==> src/rtl/pwm_sample_decoder.sv <==
// PWM duty-cycle receiver: aligns to frame starts and recovers one
// SAMPLE_W-bit sample per 2^SAMPLE_W-clock frame on a valid/ready port.
// Ports:
//   CLK100MHZ    system clock (rising edge)
//   CPU_RESETN   asynchronous active-low reset
//   pwm_in       asynchronous PWM bitstream
//   sample_data  recovered sample (high clocks in the frame)
//   sample_valid sample_data holds an unconsumed sample
//   sample_ready consumer accepts when valid && ready
//   sample_err   frame behind sample_data was misaligned or saturated
//   overrun      1-cycle pulse: unconsumed sample overwritten
//   locked       high while in LOCKED
module pwm_sample_decoder #(
   parameter int SAMPLE_W  = 11,
   parameter int ALIGN_TOL = 2,
   parameter int MAX_ERR   = 3
) (
   input  logic                CLK100MHZ,
   input  logic                CPU_RESETN,
   input  logic                pwm_in,
   output logic [SAMPLE_W-1:0] sample_data,
   output logic                sample_valid,
   input  logic                sample_ready,
   output logic                sample_err,
   output logic                overrun,
   output logic                locked
);

   localparam int EW = $clog2(MAX_ERR + 1);
   localparam logic [SAMPLE_W-1:0] CNT_MAX = '1;
   localparam logic [SAMPLE_W-1:0] TOL     = SAMPLE_W'(ALIGN_TOL);
   localparam logic [EW-1:0]       ERR_LIM = EW'(MAX_ERR);

   typedef enum logic {HUNT, LOCKED} state_t;

   state_t              state;
   logic                sync1, s, s_d;
   logic [SAMPLE_W-1:0] frame_cnt;
   logic [SAMPLE_W-1:0] high_cnt;
   logic                frame_err;
   logic [EW-1:0]       err_cnt;

   logic                rise;
   logic                in_window;
   logic                sat;
   logic [SAMPLE_W-1:0] high_nxt;
   logic                err_nxt;
   logic                frame_end;
   logic [EW-1:0]       err_inc;

   always_comb begin
      rise      = s && !s_d;
      // Edges are tolerated within TOL clocks either side of the boundary.
      in_window = (frame_cnt <= TOL) || (frame_cnt > (CNT_MAX - TOL));
      // A fully-high frame cannot be represented; clamp and flag it.
      sat       = s && (high_cnt == CNT_MAX);
      high_nxt  = sat ? CNT_MAX
                      : high_cnt + {{(SAMPLE_W-1){1'b0}}, s};
      err_nxt   = frame_err || sat || (rise && !in_window);
      frame_end = (state == LOCKED) && (frame_cnt == CNT_MAX);
      err_inc   = err_cnt + EW'(1);
   end

   always_ff @(posedge CLK100MHZ or negedge CPU_RESETN) begin
      if (!CPU_RESETN) begin
         state        <= HUNT;
         sync1        <= 1'b0;
         s            <= 1'b0;
         s_d          <= 1'b0;
         frame_cnt    <= '0;
         high_cnt     <= '0;
         frame_err    <= 1'b0;
         err_cnt      <= '0;
         sample_data  <= '0;
         sample_valid <= 1'b0;
         sample_err   <= 1'b0;
         overrun      <= 1'b0;
         locked       <= 1'b0;
      end else begin
         sync1   <= pwm_in;
         s       <= sync1;
         s_d     <= s;
         overrun <= 1'b0;

         if (sample_valid && sample_ready)
            sample_valid <= 1'b0;

         unique case (state)
            HUNT: begin
               frame_cnt <= '0;
               high_cnt  <= '0;
               frame_err <= 1'b0;
               err_cnt   <= '0;
               locked    <= 1'b0;
               // The rising clock itself is position 0 of the frame.
               if (rise) begin
                  state     <= LOCKED;
                  locked    <= 1'b1;
                  frame_cnt <= SAMPLE_W'(1);
                  high_cnt  <= SAMPLE_W'(1);
               end
            end

            LOCKED: begin
               frame_cnt <= frame_cnt + SAMPLE_W'(1);
               if (frame_end) begin
                  sample_data  <= high_nxt;
                  sample_err   <= err_nxt;
                  sample_valid <= 1'b1;
                  overrun      <= sample_valid && !sample_ready;
                  high_cnt     <= '0;
                  frame_err    <= 1'b0;
                  if (err_nxt) begin
                     if (err_inc == ERR_LIM) begin
                        state     <= HUNT;
                        locked    <= 1'b0;
                        err_cnt   <= '0;
                        frame_cnt <= '0;
                     end else begin
                        err_cnt <= err_inc;
                     end
                  end else begin
                     err_cnt <= '0;
                  end
               end else begin
                  high_cnt  <= high_nxt;
                  frame_err <= err_nxt;
               end
            end

            default: state <= HUNT;
         endcase
      end
   end

endmodule

==> config.mk <==
export PLATFORM = sky130hd
export DESIGN_NAME = pwm_sample_decoder
export DESIGN_NICKNAME = d
export VERILOG_FILES = /design/src/rtl/pwm_sample_decoder.sv
export SDC_FILE = /design/constraint.sdc
export NUM_CORES = 1
export LEC_CHECK = 0
export CORE_MARGIN = 2
export CORE_UTILIZATION = 51
export CTS_CLUSTER_DIAMETER = 30
export CTS_CLUSTER_SIZE = 12
export DETAILED_ROUTE_END_ITERATION = 8
export PLACE_DENSITY_LB_ADDON = 0.2
export REMOVE_ABC_BUFFERS = 1
export SLEW_MARGIN = 20
export SYNTH_ARGS = -nofsm -noshare
export SYNTH_HDL_FRONTEND = slang
export SYNTH_SLANG_ARGS = --single-unit
==> constraint.sdc <==
create_clock -name CLK100MHZ -period 1.8 [get_ports CLK100MHZ]
set_input_delay 0.54 -clock CLK100MHZ [delete_from_list [all_inputs] [get_ports CLK100MHZ]]
set_output_delay 0.54 -clock CLK100MHZ [all_outputs]
set_load 0.02 [all_outputs]
# After elaboration in Yosys (flattened, before gate mapping)
# Index checks and enable logic that the tools add are counted.
classes:
  add_sub_neg: 3
  multipliers: 0
  div_mod_pow: 0
  magnitude_cmp: 2
  eq_ne: 6
  shifts: 0
  mux: 28
  n_bitwise: 1
  reduce_logical: 14
op_table:
  columns: ["cell", "n"]
  rows:
  - ["11-bit 2-to-1 mux", 5]
  - ["11-bit one-hot mux with 2 select lines", 2]
  - ["11-bit equality test, second input constant", 2]
  - ["1-bit 2-to-1 mux", 14]
  - ["11-bit by 1-bit adder with 11-bit output", 1]
  - ["11-bit by 1-bit adder with 11-bit output, second input constant", 1]
  - ["11-bit greater-than comparator, second input constant", 1]
  - ["11-bit by 2-bit <= comparator with 1-bit output, second input constant", 1]
  - ["1-bit logical AND", 6]
  - ["2-bit 2-to-1 mux", 3]
  - ["2-bit by 1-bit != test with 1-bit output, second input constant", 3]
  - ["1-bit one-hot mux with 2 select lines", 3]
  - ["2-bit one-hot mux with 2 select lines", 1]
  - ["1-bit logical NOT", 3]
  - ["1-bit logical OR", 3]
  - ["3-bit AND reduction", 1]
  - ["2-bit by 1-bit adder with 2-bit output, second input constant", 1]
  - ["2-bit equality test, second input constant", 1]
  - ["2-bit AND reduction", 1]
  - ["1-bit inverter", 1]
totals:
  register_bits: 44
  latch_bits: 0
  ramBits: 0
  romBits: 0
  in_bits: 4
  elab_cells: 67
  mem_count: 0

# Depth between registers and ports, before layout
# Gate-level depths: netlist (run 1).
depth:
  word_depth: 8
  mapped_depth: 7

# Worst setup path before layout (run 1)
# Ideal clock, no wire load.
synth_path:
  path_type: "register -> register"
  from: "reg frame_cnt[0]"
  to: "reg err_cnt[0]"
  setup_time_ps: 78
  t_arrival_ps: 1812
  required_time_ps: 1722
  path_slack_ps: -90
  path_stages_with_launch: 8
  synth_period_minus_slack_ps: 1890
  path_cell_list: "dfrtp_1 ha_1 nand3_1 or4_1 buf_2 buf_2 nor3_1 o2bb2ai_1"
synth_between:
  elab_chain_cells: 8
synth_rtl:
  columns: ["element", "line_no", "source"]
  rows:
  - ["start: declaration", "38", "logic [SAMPLE_W-1:0] frame_cnt;"]
  - ["start signal: assignment", "105", "frame_cnt <= frame_cnt + SAMPLE_W'(1);"]
  - ["11-bit by 2-bit <= comparator with 1-bit output or 11-bit greater-than comparator (tied branches)", "54", "in_window = (frame_cnt <= TOL) || (frame_cnt > (CNT_MAX - TOL));"]
  - ["1-bit logical OR", "54", null]
  - ["1-bit logical NOT", "59", "err_nxt = frame_err || sat || (rise && !in_window);"]
  - ["1-bit logical AND", "59", null]
  - ["1-bit logical OR", "59", null]
  - ["2-bit 2-to-1 mux", "113", "if (err_nxt) begin"]
  - ["2-bit 2-to-1 mux", "106", "if (frame_end) begin"]
  - ["2-bit one-hot mux with 2 select lines", "88", "unique case (state)"]
  - ["end signal: assignment", "120", "err_cnt <= err_inc;"]
  - ["end: declaration", "41", "logic [EW-1:0] err_cnt;"]
# Several ways; a longest one is shown, not always the timed one. The select of a mux whose other input is x is not followed.
# A chain may end at the register's enable or synchronous reset.

# Final worst setup path (run 1)
layout_path:
  from: "reg frame_cnt[0]"
  to: "reg frame_cnt[5]"
layout_between:
  elab_chain_cells: 8
layout_rtl:
  columns: ["element", "line_no"]
  rows:
  - ["11-bit by 2-bit <= comparator with 1-bit output or 11-bit greater-than comparator (tied branches)", "54"]
  - ["1-bit logical OR", "54"]
  - ["1-bit logical NOT", "59"]
  - ["1-bit logical AND", "59"]
  - ["1-bit logical OR", "59"]
  - ["11-bit 2-to-1 mux", "113"]
  - ["11-bit 2-to-1 mux *", "106"]
  - ["11-bit one-hot mux with 2 select lines *", "88"]
# Mark *: on every way between the ends. The rest lies on a longest branch, timed or not.

==> results of run 1 <==
## cell type report
class | instances | area [sq um]
clock buffer | 5 | 68.82
tap | 50 | 62.56
fill | 292 | 1141
inverter | 8 | 30.03
sequential | 44 | 1101
multi-input combinational | 134 | 959.7
timing repair buffer | 59 | 518.0
clock inverter | 3 | 90.09
## synthesized netlist by cell type (all sizes together) (7+ instances only)
cell type	count	area, sq um
xnor2	7	61.31
a21oi	8	40.04
nand2	14	52.55
inv	8	30.03
nand3	9	45.04
nand4	7	58.81
dfrtp	44	1101
o21ai	12	60.06
nor2	16	60.06
## metal layers
layer  wire length (um)  global-route usage, %  part of all wire [%]
met2               2614                  43.87                    55
met5                  0                      0                     0
met1               1956                  27.28                    41
met3                139                  5.428                   2.9
met4                 57                  8.500                   1.2
## worst max-delay path: stages (launching register included)
cell and delay (ps):
dfrtp_1 420, ha_4 170, nand4b_1 140, or4_1 400
a311o_2 440, buf_4 170, a211oi_2 160
## logic make-up (layout without fill, tap and decap cells)
| group | Yosys count | after routing | share of synthesized area, % |
|---|---|---|---|
| simple gates | 71 | 71 | 19.04 |
| xor+xnor | 11 | 11 | 4.638 |
| flops | 44 | 44 | 53.01 |
| buf+inv | 16 | 75 | 3.374 |
| mux | 6 | 6 | 3.072 |
| compound gates | 41 | 41 | 13.86 |
| fa+ha+maj | 5 | 5 | 3.012 |
## timing repair
action,CTS,global route
endpoints found under the setup margin,28,38
gates resized for setup,19,9
pin swaps,2,1
gates cloned,1,0
buffers inserted,6,1
## metrics by stage
stage	hold WS (ps)	total power [W]	setup slack, ps	TNS [ps]
CTS	177.9	0.003260	-179.7	-1493
global placement	335.8	0.002153	-129.1	-1562
detailed placement	338.5	0.002194	-205.9	-2053
floorplan	244.4	0.001789	-294.0	-3349
finish	169.1	0.003301	-183.8	-1865
global route	187.9	0.003467	-282.7	-3770
## where the power goes
group | internal (W) | total (W) | switching [W]
clock network | 0.000694 | 0.00103 | 0.000340
logic | 0.000481 | 0.000961 | 0.000480
registers | 0.00115 | 0.00131 | 0.000158
## state kept, by name (all words and copies together), names as in the netlist
register and cells:
s_d 1, high_cnt 11, err_cnt 2, overrun 1
locked 1, state 1, frame_cnt 11, sample_err 1
sample_data 11, s 1, sample_valid 1, sync1 1
frame_err 1
## how the worst max path moves through the flow
stage                     slack [ps]              to  depth (start not counted)
final                           -180    frame_cnt[5]                          6
after floorplan                 -290  sample_data[6]                          4
after detailed placement        -210    frame_cnt[9]                          6
after global routing            -280    frame_cnt[9]                          6
after global placement          -130    frame_cnt[9]                          6
after CTS                       -180    frame_cnt[3]                          6
==> flow_summary.toml, run 1 <==
[layout]
final_area_sq_um = 2830
area_growth_syn_to_layout_pct = 36.26
layout_common_cells = "dfrtp_1, buf_4, nor2_1"
final_util_pct = 71.27
antenna-diode-count = 0
instances_no_fill = 303
drive_gt1_share_pct = 26.48
layout_commonest_cell = "dfrtp_1"
num-nets-final = 261

[clock_tree]
cts_hold_buf = 0
cts_max_level = 2
cts_tree = "done"
cts_sinks = 44
numCtsBuffers = 5
clkSlewWorstSetupHoldPaths_ps = 90
insertion_delay_ps = 300
cts_root_buf = "clkbuf_8"
clk_path_buf_depth = 2

[detailed_routing]
via_count = 1687
ant_nets = 0
drt_iter0_drc = 135
wire_per_inst_um = 15.74
drc = 0
dr.pass1.iters = 4
wl_um = 4768
avgViaCountPerCell = 5.568

[grt]
grt_max_degree = 28
grt_pass1_wl_um = 7955
gr-total-overflow = 0
grt_pass1_vias = 1728
grt_util_all_layers_pct = 23.94
antenna_found_initial = 0

[yosys]
yosysUniqueCellTypes = 39
synth-edff-count = 0
ys_warn_count = 0
ys_seq_elements = 44
syn_area_per_cell_sq_um = 10.71
netlist_area_sq_um = 2077
ys_async_sr_fraction_pct = 100.0
dominantRegCellSynth = "dfrtp_1"
syn-instance-count = 194
synth-seq-area-share_pct = 53.01

[power_and_ir_drop]
p_per_area_nw_per_um2 = 1166
vdd_drop_max_mv = 0.7048
power_leakage_nw = 1.451

[timing]
final_max_slew_viol_count = 0
hold_violations = 0
rsz0062_at_grt = "yes"
final.setup.worst_slack_ps = -183.8
max-slew-margin-rel_pct = 71.21
worst_pin_slew_ps = 431.9
fin_crit_ps = 1984
final.period_utilization_pct = 110.2
skew_ps = 7.384
fmax_mhz = 504.1
setup_violations = 20

[critical_path]
r2r-start = "frame_cnt[0]"
path_class = "flop to flop"
cp-start-kind = "flop"
r2r_slack_ps = -180
cp_data_arrival_time_ps = 2200
path_max_fanout = 6
critPathRequiredTime_ps = 2010
r2r_cells = 6
reg2reg_to = "frame_cnt[5]"
endpoint_kind = "flop"
startpoint = "frame_cnt[0]"

[floorplan]
initial_utilization_pct = 52.30
ioPinCount = 19
core_area_sq_um = 3971
dieHeight_um = 67.82
die_area_sq_um = 4599
die_w_um = 67.82
num_rows = 23

[place]
dp.cells = 287
place_congestion = 0.9076
hpwlAfterDp_um = 3295
placed_cell_area_sq_um = 2535
io_buffers = 18

[job]
maxCapViolCount = 0

[status]
status = "finished with violations"
violations = "negative setup slack"

[worst_hold_path]
min_path_type = "input port to async pin"
Note: power is estimated with default switching activity, not from simulation.
==> inputs of run 2 (changes only) <==
--- a/config.mk
+++ b/config.mk
@@ -6,8 +6,7 @@
 export NUM_CORES = 1
 export LEC_CHECK = 0
 export CORE_MARGIN = 2
-export CORE_UTILIZATION = 51
-export CTS_CLUSTER_DIAMETER = 30
+export CORE_UTILIZATION = 30
 export CTS_CLUSTER_SIZE = 12
 export DETAILED_ROUTE_END_ITERATION = 8
 export PLACE_DENSITY_LB_ADDON = 0.2
==> run 2 against run 1 <==
Against the previous run:
- the run still ends with negative setup slack left
- critical endpoint is now frame_cnt[7]
- core utilization shrank 28 points
- worst hold slack gained 37 ps
- cell count rose by 9.6%
- highest routed layer unchanged
- via count is 2.5% lower
- largest power group unchanged
- sequential share of layout area decreased by 0.82 points
==> flow_summary.toml, run 2 (same netlist as run 1, synthesis figures left out) <==
[worst_hold_path]
min_path_type = "input port to async pin"

[clock_tree]
cts_root_buf = "clkbuf_8"
cts_max_level = 2
insertion_delay_ps = 290
cts_sinks = 44
cts_hold_buf = 0
clk_path_buf_depth = 2
numCtsBuffers = 5
cts_tree = "done"
clkSlewWorstSetupHoldPaths_ps = 90

[floorplan]
ioPinCount = 19
die_w_um = 87.21
dieHeight_um = 87.21
die_area_sq_um = 7605
core_area_sq_um = 6756
num_rows = 30
initial_utilization_pct = 30.74

[critical_path]
cp-start-kind = "flop"
cp_data_arrival_time_ps = 2230
crit_family = "compound AO/OA/AOI/OAI gates"
path_max_fanout = 5
path_cells = "ha_4 -> nand4b_1 -> or4_1 -> a311o_2 -> buf_6 -> a211oi_2"
path_class = "flop to flop"
cp_slowest_stage_delay_ps = 440
path_buf_inv = 1
critPathRequiredTime_ps = 2010
endpoint_kind = "flop"
critPathSlowestCell = "a311o_2"

[timing]
fin_crit_ps = 2017
skew_ps = 5.063
worst_pin_slew_ps = 309.8
fmax_mhz = 495.9
final.period_utilization_pct = 112.0
setup_violations = 25
final.setup.worst_slack_ps = -216.6
hold_violations = 0
rsz0062_at_grt = "yes"
final_max_slew_viol_count = 0
max-slew-margin-rel_pct = 79.19
setup-tns-final_ps = -2804

[place]
hpwlAfterDp_um = 3143
io_buffers = 18
place_ws_ps = -157.3
place_congestion = 0.7391
dp.cells = 321
placed_cell_area_sq_um = 2603

[layout]
num-nets-final = 260
reg_top3 = "frame_cnt (11), high_cnt (11), sample_data (11)"
layout_common_cells = "dfrtp_1, buf_4, nor2_1"
instances_no_fill = 332
fillerInstances = 656
final_util_pct = 42.80
antenna-diode-count = 0
area_growth_syn_to_layout_pct = 39.22
final_area_sq_um = 2892
layout_commonest_cell = "dfrtp_1"
regArea_sq_um = 1101
multi_input_area_sq_um = 963.4
drive_gt1_share_pct = 26.19

[power_and_ir_drop]
power_leakage_nw = 1.499
vdd_drop_max_mv = 0.6307
p_per_area_nw_per_um2 = 1139

[detailed_routing]
dr.pass1.iters = 4
top_layer_used = "met4"
wire_per_inst_um = 13.85
drt_iter0_drc = 71
wl_met1_um = 2114
drc = 0
ant_nets = 0
wl_um = 4598
wl_met2_um = 2299
met3_wirelength_um = 161
via_count = 1644
avgViaCountPerCell = 4.952

[status]
violations = "negative setup slack"
status = "finished with violations"

[grt]
grt_pass1_vias = 1585
grt_util_all_layers_pct = 13.03
gr-total-overflow = 0
grt_pass1_wl_um = 7728
grt_max_degree = 45
antenna_found_initial = 0

[job]
maxCapViolCount = 0
## run 2: cell count changes in the layout (fill, tap and decap cells not counted), sizes merged
cell | before | now
bufbuf | 0 | 1
dlymetal6s2s | 5 | 6
buf | 42 | 40
dlygate4sd2 | 9 | 8
## run 2: worst paths after layout
| kind | from | endpoint | slack, ps | cells past startpoint |
|---|---|---|---|---|
| worst max-delay path | frame_cnt[0] | frame_cnt[7] | -220 | 6 |
| worst min-delay path | CPU_RESETN | sample_data[8] | 210 | 2 |
| worst max register to register | frame_cnt[0] | frame_cnt[7] | -220 | 6 |
| worst min register to register | sync1 | s | 350 | 0 |
| max in group asynchronous | CPU_RESETN | frame_cnt[8] | 1390 | 2 |
| min in group CLK100MHZ | sync1 | s | 350 | 0 |
## run 2: what timing repair did
action | 4_1_cts | 5_1_grt
gates resized for setup | 19 | 12
setup endpoints to repair | 30 | 42
cloned | 1 | 0
setup buffers | 2 | 0
pin swaps | 4 | 5
## run 2: area by class of cell
class / instances / share of cell area (%)
well taps: 80 / 3.462
multi-input cells: 134 / 33.32
inverters: 8 / 1.039
clock buffers: 5 / 2.380
flip-flops and latches: 44 / 38.08
repair buffers: 58 / 18.61
clock inverters: 3 / 3.116
## run 2: routing by layer
metal / track usage [%] / vias to the layer above
met5: 0 / -
met4: 2.937 / 0
met3: 3.223 / 2
met2: 21.79 / 34
met1: 17.11 / 794
li1: - / 814
## run 2: per-stage QoR
step           hold WS, ps  power (W)
2_1_floorplan        244.4   0.001789
3_3_place_gp         335.5   0.002193
3_5_place_dp         334.7   0.002208
4_1_cts              211.8   0.003302
5_1_grt              217.4   0.003503
6_report             206.5   0.003292
## run 2: report_power, final
part	switching, W	internal [W]
Combinational	0.000477	0.000485
Sequential	0.000144	0.00115
Clock	0.000342	0.000694
Total	0.000964	0.00233
